--- src/rtl/qam64_bit_packer.sv ---
// Packs an MSB-first byte stream into 6-bit QAM-64 symbol indices, zero-padding
// the final symbol of each frame and reporting the per-frame symbol count.
module qam64_bit_packer #(
    parameter int IN_W  = 8,
    parameter int SYM_W = 6,
    parameter int CNT_W = 16
) (
    input  logic             clk,
    input  logic             rst_n,
    input  logic [IN_W-1:0]  in_data,
    input  logic             in_valid,
    input  logic             in_last,
    output logic             in_ready,
    output logic [SYM_W-1:0] out_data,
    output logic             out_valid,
    output logic             out_last,
    input  logic             out_ready,
    output logic [CNT_W-1:0] frame_syms,
    output logic             frame_done
);

    localparam int ACC_W = IN_W + SYM_W;
    localparam int CW    = $clog2(ACC_W + 1);

    logic [ACC_W-1:0] acc_q, acc_d;
    logic [CW-1:0]    cnt_q, cnt_d;
    logic             flush_q, flush_d;
    logic [CNT_W-1:0] sym_cnt_q, sym_cnt_d;
    logic [CNT_W-1:0] frame_syms_q, frame_syms_d;
    logic             frame_done_q, frame_done_d;

    logic             emit_s;
    logic             accept_s;
    logic [ACC_W-1:0] acc_sh_s;
    logic [CW-1:0]    cnt_sh_s;
    logic [ACC_W-1:0] in_word_s;

    // Handshake-side outputs are pure decodes of the storage registers.
    always_comb begin
        in_ready   = !flush_q && (cnt_q <= CW'(ACC_W - IN_W));
        out_valid  = (cnt_q >= CW'(SYM_W)) || (flush_q && (cnt_q != {CW{1'b0}}));
        out_last   = flush_q && (cnt_q <= CW'(SYM_W)) && (cnt_q != {CW{1'b0}});
        out_data   = acc_q[ACC_W-1 -: SYM_W];
        frame_syms = frame_syms_q;
        frame_done = frame_done_q;
    end

    // Next state: emit shift first, then the accepted word lands just below the surviving bits.
    always_comb begin
        emit_s    = out_valid && out_ready;
        accept_s  = in_valid && in_ready;
        acc_sh_s  = acc_q;
        cnt_sh_s  = cnt_q;
        if (emit_s) begin
            acc_sh_s = acc_q << SYM_W;
            if (cnt_q >= CW'(SYM_W)) begin
                cnt_sh_s = cnt_q - CW'(SYM_W);
            end else begin
                cnt_sh_s = {CW{1'b0}};
            end
        end else begin
            acc_sh_s = acc_q;
            cnt_sh_s = cnt_q;
        end
        in_word_s = {in_data, {SYM_W{1'b0}}} >> cnt_sh_s;

        acc_d        = acc_sh_s;
        cnt_d        = cnt_sh_s;
        flush_d      = flush_q;
        sym_cnt_d    = sym_cnt_q;
        frame_syms_d = frame_syms_q;
        frame_done_d = 1'b0;

        if (accept_s) begin
            acc_d = acc_sh_s | in_word_s;
            cnt_d = cnt_sh_s + CW'(IN_W);
        end else begin
            acc_d = acc_sh_s;
            cnt_d = cnt_sh_s;
        end

        if (emit_s && out_last) begin
            flush_d      = 1'b0;
            cnt_d        = {CW{1'b0}};
            frame_syms_d = sym_cnt_q + CNT_W'(1);
            sym_cnt_d    = {CNT_W{1'b0}};
            frame_done_d = 1'b1;
        end else if (emit_s) begin
            sym_cnt_d = sym_cnt_q + CNT_W'(1);
            if (accept_s && in_last) begin
                flush_d = 1'b1;
            end else begin
                flush_d = flush_q;
            end
        end else begin
            if (accept_s && in_last) begin
                flush_d = 1'b1;
            end else begin
                flush_d = flush_q;
            end
        end
    end

    // State registers with synchronous active-low reset.
    always_ff @(posedge clk) begin
        if (!rst_n) begin
            acc_q        <= {ACC_W{1'b0}};
            cnt_q        <= {CW{1'b0}};
            flush_q      <= 1'b0;
            sym_cnt_q    <= {CNT_W{1'b0}};
            frame_syms_q <= {CNT_W{1'b0}};
            frame_done_q <= 1'b0;
        end else begin
            acc_q        <= acc_d;
            cnt_q        <= cnt_d;
            flush_q      <= flush_d;
            sym_cnt_q    <= sym_cnt_d;
            frame_syms_q <= frame_syms_d;
            frame_done_q <= frame_done_d;
        end
    end

endmodule

--- config.mk ---
export PLATFORM = sky130hd
export DESIGN_NAME = qam64_bit_packer
export DESIGN_NICKNAME = d
export VERILOG_FILES = /design/src/rtl/qam64_bit_packer.sv
export SDC_FILE = /design/constraint.sdc
export NUM_CORES = 1
export LEC_CHECK = 0
export ABC_AREA = 1
export ABC_CLOCK_PERIOD_IN_PS = 2450
export CORE_ASPECT_RATIO = 2
export CORE_UTILIZATION = 58
export CTS_CLUSTER_SIZE = 30
export DETAILED_ROUTE_END_ITERATION = 8
export MAX_ROUTING_LAYER = met4
export PLACE_DENSITY_LB_ADDON = 0.1
export SETUP_SLACK_MARGIN = 0.4
export SYNTH_ARGS = -nofsm -noshare
export SYNTH_HDL_FRONTEND = slang
export SYNTH_SLANG_ARGS = --single-unit
--- constraint.sdc ---
create_clock -name clk -period 2.45 [get_ports clk]
set_input_delay 0.3675 -clock clk [delete_from_list [all_inputs] [get_ports clk]]
set_output_delay 0.3675 -clock clk [all_outputs]
set_load 0.01 [all_outputs]
==> metrics.cfg, run 1 <==
[logic_synthesis]
ys.warnings.count=0
synth_edf_count=0
synthMuxAreaShare=0.00752
synth.avg_cell_area_sq_um=7.39
synth_compound_area_frac=0.151
synth_top_family_by_area=simple AND/OR/NAND/NOR gates
synth_area_sq_um=2660
ys_ff_latch=52
synth.distinct_cells=33
syn-instance-count=360
synth_fa_ha_area_frac=0.00940
synth-simple-area-share=0.300
synth_nets=375
async_reset_ff_frac=0
yosysSeqAreaShare=0.391
synthFlopType=dfxtp_1
synthXorXnorAreaFrac=0.0494

[drt]
wl_per_cell_um=13.1
wl_um=5870
drc=0
drt_iter0_markers=61
drtAntennaViolNets=0
drtPass1Iterations=4
routed_via_density=5.48
routed-via-count=2461

[hold_path]
min_to=sym_cnt_q[0]
hp-class=register to register
hp-start=sym_cnt_q[0]
hold_depth=1

[setup_path]
cpMaxStageDelayCell=clkdlybuf4s50_1
r2r_slack_ps=560
path_cells=nor2_2 > nor2_1 > nor2_1 > clkdlybuf4s50_1
critPathArrivalTime_ps=1600
r2r-end=acc_q[4]
path_common_cell=nor2_1
crit_path_end_kind=output pin
crit_fanout=8
reg2reg_depth=12
r2r_start=cnt_q[1]
worstSetupPathType=register to output pin
max_stage_delay_ps=550
start_kind=register
required_ps=2080

[sta]
max_slew_margin=0.755
skew_ps=4.52
report.final.setup_viol=0
fin_setup_tns_ps=0
fin_crit_sh=0.804
worst_pin_slew_ps=366
report.final.slew_viol_count=0
period_needed_ps=1970
rsz0062_at_grt=no
fmax_ghz=0.507
layout_setup_ws_ps=479
hold_violations=0

[global_routing]
gr-usage-all-layers=0.274
grt_pass1_vias=2348
grt_pass1_wl_um=10200
grt_max_degree=33
antenna_found_initial=0
grt_remaining_overflow=0

[clock_network]
numCtsBuffers=5
cts_tree=done
hold_buffers=0
cts.sinks=52
root_buffer=clkbuf_8
clk_latency_ps=300
clkTransAtPathRegs_ps=90
htree_levels=2
clockBufferDepth=2

[layout]
design_area_sq_um=3210
final_common_cell=nand2_1
diodes=0
layout.nets=409
drive_gt1_frac=0.129
area_delta_synth_final_pct=20.5
final_cell_mix=nand2_1, dfxtp_1, clkdlybuf4s50_1

[floorplan]
die_y_um=97.8
core-area_sq_um=4380
io_pins=39
dieArea_sq_um=4880
start_util=0.607
die_w_um=49.9
rows=34

[place]
dp_hpwl_um=4380
routabilityCongestion=0.900
dpl_cell_area_sq_um=3050
portBuffers=38
dp_slack_ps=240

[pwr]
powerDensity_nw_per_um2=572
leakagePower_nw=1.34
ir_worst_vdd_v=0.000501

[run_status]
status=completed

[job]
drv_cap=0

power breakdown:
part           switching [mW]  total (mW)  leakage [nW]  internal, mW
registers              0.0473       0.946         0.426         0.899
logic                   0.229       0.394         0.865         0.165
clock network           0.267       0.497        0.0445         0.230
cell usage after synthesis, types with 5 or more instances:
| master | count | area (sq um) |
|---|---|---|
| nand2_1 | 87 | 327 |
| dfxtp_1 | 52 | 1040 |
| nand3_1 | 34 | 170 |
| o21ai_0 | 30 | 150 |
| inv_1 | 27 | 101 |
| a21oi_1 | 26 | 130 |
| nor2_1 | 19 | 71.3 |
| nand2_2 | 10 | 62.6 |
| xor2_1 | 10 | 87.6 |
| a31oi_1 | 6 | 37.5 |
| buf_4 | 6 | 45.0 |
| buf_2 | 5 | 25.0 |
| clkbuf_1 | 5 | 18.8 |
| xnor2_1 | 5 | 43.8 |
cell type report:
class / instances / area [sq um]
Sequential cell: 52 / 1060
Clock buffer: 7 / 86.3
Timing Repair Buffer: 47 / 482
Fill cell: 370 / 1170
Inverter: 29 / 109
Clock inverter: 1 / 7.51
Tap cell: 54 / 67.6
Multi-Input combinational cell: 259 / 1400
critical path, delay by kind of cell (launching register included):
family / cells / cell delay (ps)
buffers and inverters: 1 / 550
flip-flops: 1 / 390
AND/OR/NAND/NOR: 3 / 370
sequential cells by signal, summed over array words and instances, names as in the netlist:
signal and flops:
cnt_q 4, frame_done 1, frame_syms 16, acc_q 14, sym_cnt_q 16, flush_q 1
worst max path at each step:
stage / from / endpoint / slack, ps / cells past startpoint
4_1_cts: cnt_q[0] / out_last / 430 / 5
3_5_place_dp: out_ready / acc_q[5] / 240 / 9
3_3_place_gp: out_ready / acc_q[1] / 280 / 10
2_1_floorplan: sym_cnt_q[0] / sym_cnt_q[14] / 780 / 9
6_report: cnt_q[0] / in_ready / 480 / 4
5_1_grt: cnt_q[0] / in_ready / 400 / 4
through the flow:
step	hold slack, ps	power [mW]	util	cells
after global placement	437	1.33	0.697	439
after global routing	482	1.94	0.732	449
after floorplan	445	1.23	-	360
after detailed placement	446	1.34	0.697	439
final	459	1.84	0.732	449
after CTS	469	1.84	0.724	449
timing repair:
action                     in CTS  in global routing
gates resized for setup         5                 11
buffers inserted                2                  0
pin swaps                       1                  2
setup endpoints to repair       3                 11
kinds of logic after synthesis:
group | after synthesis
AND/OR/NAND/NOR | 168
buffers and inverters | 49
XOR/XNOR | 15
adder cells (fa/ha/maj) | 2
multiplexers | 2
flip-flops | 52
AO/OA/AOI/OAI | 72
per-layer routing:
| layer | part of all wire | global-route usage | routed length (um) | vias to the layer above |
|---|---|---|---|---|
| li1 | - | - | - | 1241 |
| met1 | 0.38 | 0.261 | 2220 | 1137 |
| met2 | 0.56 | 0.509 | 3280 | 64 |
| met3 | 0.024 | 0.0343 | 141 | 19 |
| met4 | 0.039 | 0.141 | 231 | 0 |
| met5 | 0 | - | 0 | - |
(Power assumes the default switching activity.)
==> run 2: changes to the inputs <==
ABC_CLOCK_PERIOD_IN_PS = 2040   (was 2450)
CORE_UTILIZATION = 54   (was 58)
clock period = 2.04 ns   (was 2.45 ns; I/O delays follow)
==> run 2 against run 1 <==
  * Global-route usage up 4.0 points
  * Via count increased by 23%
  * Non-clock buffer count is 42 higher
  * Utilization increased by 12 points
  * Hold slack improved by 5.7 ps
  * Worst setup slack got worse by 270 ps
  * Die area increased by 7.2%
  * Clock power increased by 53%
  * Combinational power increased by 74%
  * Cell count is 10% higher
  * Register-to-register slack got worse by 350 ps
  * Critical path type is now register to register
  * Largest cell class unchanged
==> metrics.cfg, run 2 (same netlist as run 1, synthesis figures left out) <==
[floorplan]
core-area_sq_um=4690  ; +6.9%
rows=35  ; +2.9%
dieArea_sq_um=5230  ; +7.2%
die_y_um=101  ; +3.6%
start_util=0.568  ; -0.0394
die_w_um=51.6  ; +3.5%
io_pins=39  ; unchanged

[setup_path]
crit_fanout=11  ; +3
r2r-end=acc_q[4]
crit_path_end_kind=register
r2r_start=cnt_q[1]
critPathArrivalTime_ps=2070  ; +470 ps
reg2reg_depth=10  ; -2
required_ps=2280  ; +200 ps
worstSetupPathType=register to register
start_kind=register
r2r_slack_ps=210  ; -350 ps

[clock_network]
clkTransAtPathRegs_ps=100  ; about the same
numCtsBuffers=5  ; unchanged
clk_latency_ps=310  ; about the same
cts.sinks=52  ; unchanged
clockBufferDepth=2  ; unchanged
cts_tree=done
root_buffer=clkbuf_8
htree_levels=2  ; unchanged

[place]
portBuffers=38  ; unchanged
dp_hpwl_um=4600  ; +5.0%
dpl_cell_area_sq_um=3110  ; +1.8%
routabilityCongestion=0.927  ; +3.1%
dpl.cell_count=446  ; +1.6%

[sta]
fmax_ghz=0.548
worst_pin_slew_ps=433  ; +66.2 ps
period_needed_ps=1830
rsz0062_at_grt=yes
report.final.slew_viol_count=0  ; unchanged
max_slew_margin=0.711  ; -0.0442
hold_violations=0  ; unchanged
fin_hold_ws_ps=465  ; +5.75 ps
skew_ps=9.36  ; +4.84 ps
report.final.setup_viol=0  ; unchanged
fin_crit_sh=0.895

[layout]
diodes=0  ; unchanged
instances_no_fill=496  ; +10%
area_delta_synth_final_pct=50.9
fillCellCount=248  ; -33%
final_common_cell=nand2_1
layout.nets=455  ; +11%
drive_gt1_frac=0.381  ; +0.252
final_cell_mix=nand2_1, dfxtp_1, buf_4
design_area_sq_um=4020  ; +25%
utilization=0.857  ; +0.125

[global_routing]
grt_max_degree=33  ; unchanged
antenna_found_initial=0  ; unchanged
gr-usage-all-layers=0.314  ; +0.0400
grt_pass1_vias=2706  ; +15%
grt_remaining_overflow=0  ; unchanged
grt_pass1_wl_um=11900  ; +17%

[drt]
routed_via_density=6.08  ; +11%
routed-via-count=3016  ; +23%
drc=0  ; unchanged
drtAntennaViolNets=0  ; unchanged
wl_per_cell_um=19.7  ; +51%
drt_iter0_markers=114  ; +87%
wl_um=9750  ; +66%
drtPass1Iterations=5  ; +1

[hold_path]
min_to=frame_syms[14]
hp-class=register to register
hp-start=frame_syms[14]
hold_depth=2  ; +1

[run_status]
status=completed

[pwr]
ir_worst_vdd_v=0.000618  ; +23%
powerDensity_nw_per_um2=649  ; +13%
finalPower_mw=2.60  ; +42%
leakagePower_nw=1.66  ; +24%

[job]
drv_cap=0  ; unchanged

==> run 2: cell types whose count changed in the layout (fill, tap and decap cells not counted), moves of 5 or more <==
| cell | before | now |
|---|---|---|
| dfxtp_1 | 47 | 42 |
| nor2_2 | 3 | 9 |
| buf_4 | 6 | 35 |
| nand3_2 | 1 | 13 |
| nor2_1 | 19 | 10 |
| buf_6 | 1 | 12 |
| nand3_1 | 34 | 18 |
| o21ai_2 | 1 | 14 |
| o21ai_1 | 2 | 13 |
| nand2_2 | 10 | 19 |
| o21ai_0 | 30 | 6 |
| nand2_1 | 86 | 72 |
==> run 2: worst max-delay path, cell delays in order (launching register included) <==
cell and delay, ps:
dfxtp_4 380, ha_1 280, nand2_1 50, nor2_2 240
a21oi_4 100, buf_12 160, nor2_4 160, nand2_1 80
nand3_1 80, nand2_1 80, a21oi_1 140
==> run 2: worst max-delay path by stage <==
stage / from / to / slack [ps]
after global routing: cnt_q[2] / acc_q[5] / 120
final: cnt_q[1] / acc_q[4] / 210
after detailed placement: out_ready / acc_q[4] / -100
after floorplan: sym_cnt_q[0] / sym_cnt_q[14] / 420
after global placement: out_ready / acc_q[4] / -50
after CTS: cnt_q[1] / in_ready / 320
==> run 2: what timing repair did <==
item,in CTS,in global routing
hold buffers,0,0
pin swaps,23,36
gates cloned,3,4
gates resized for setup,63,86
setup endpoints to repair,49,51
buffers inserted,24,11
==> run 2: area by class of cell <==
class                   count  area, sq um  share of cell area
clock buffers               6         82.6              0.0206
clock inverters             2         38.8             0.00966
inverters                  29          120              0.0299
multi-input cells         262         1780               0.442
flip-flops and latches     52         1070               0.266
well taps                  55         68.8              0.0171
repair buffers             89          856               0.213
repair inverters            1         7.51             0.00187
==> run 2: per-layer routing <==
layer	vias up	track usage	wire, um
met5	-	-	0
met4	0	0.204	912
met3	74	0.0375	492
met2	172	0.619	5380
met1	1428	0.249	2970
li1	1342	-	-
==> run 2: per-stage QoR <==
step	setup TNS, ps	setup WS, ps
2_1_floorplan	0	421
3_5_place_dp	-221	-104
4_1_cts	0	319
6_report	0	214
5_1_grt	0	123
3_3_place_gp	-84.4	-46.7
==> run 2: where the power goes <==
group | leakage, nW | switching (mW) | internal, mW | total (mW)
Clock | 0.0614 | 0.357 | 0.402 | 0.759
Combinational | 1.17 | 0.401 | 0.284 | 0.685
Sequential | 0.429 | 0.0770 | 1.08 | 1.16
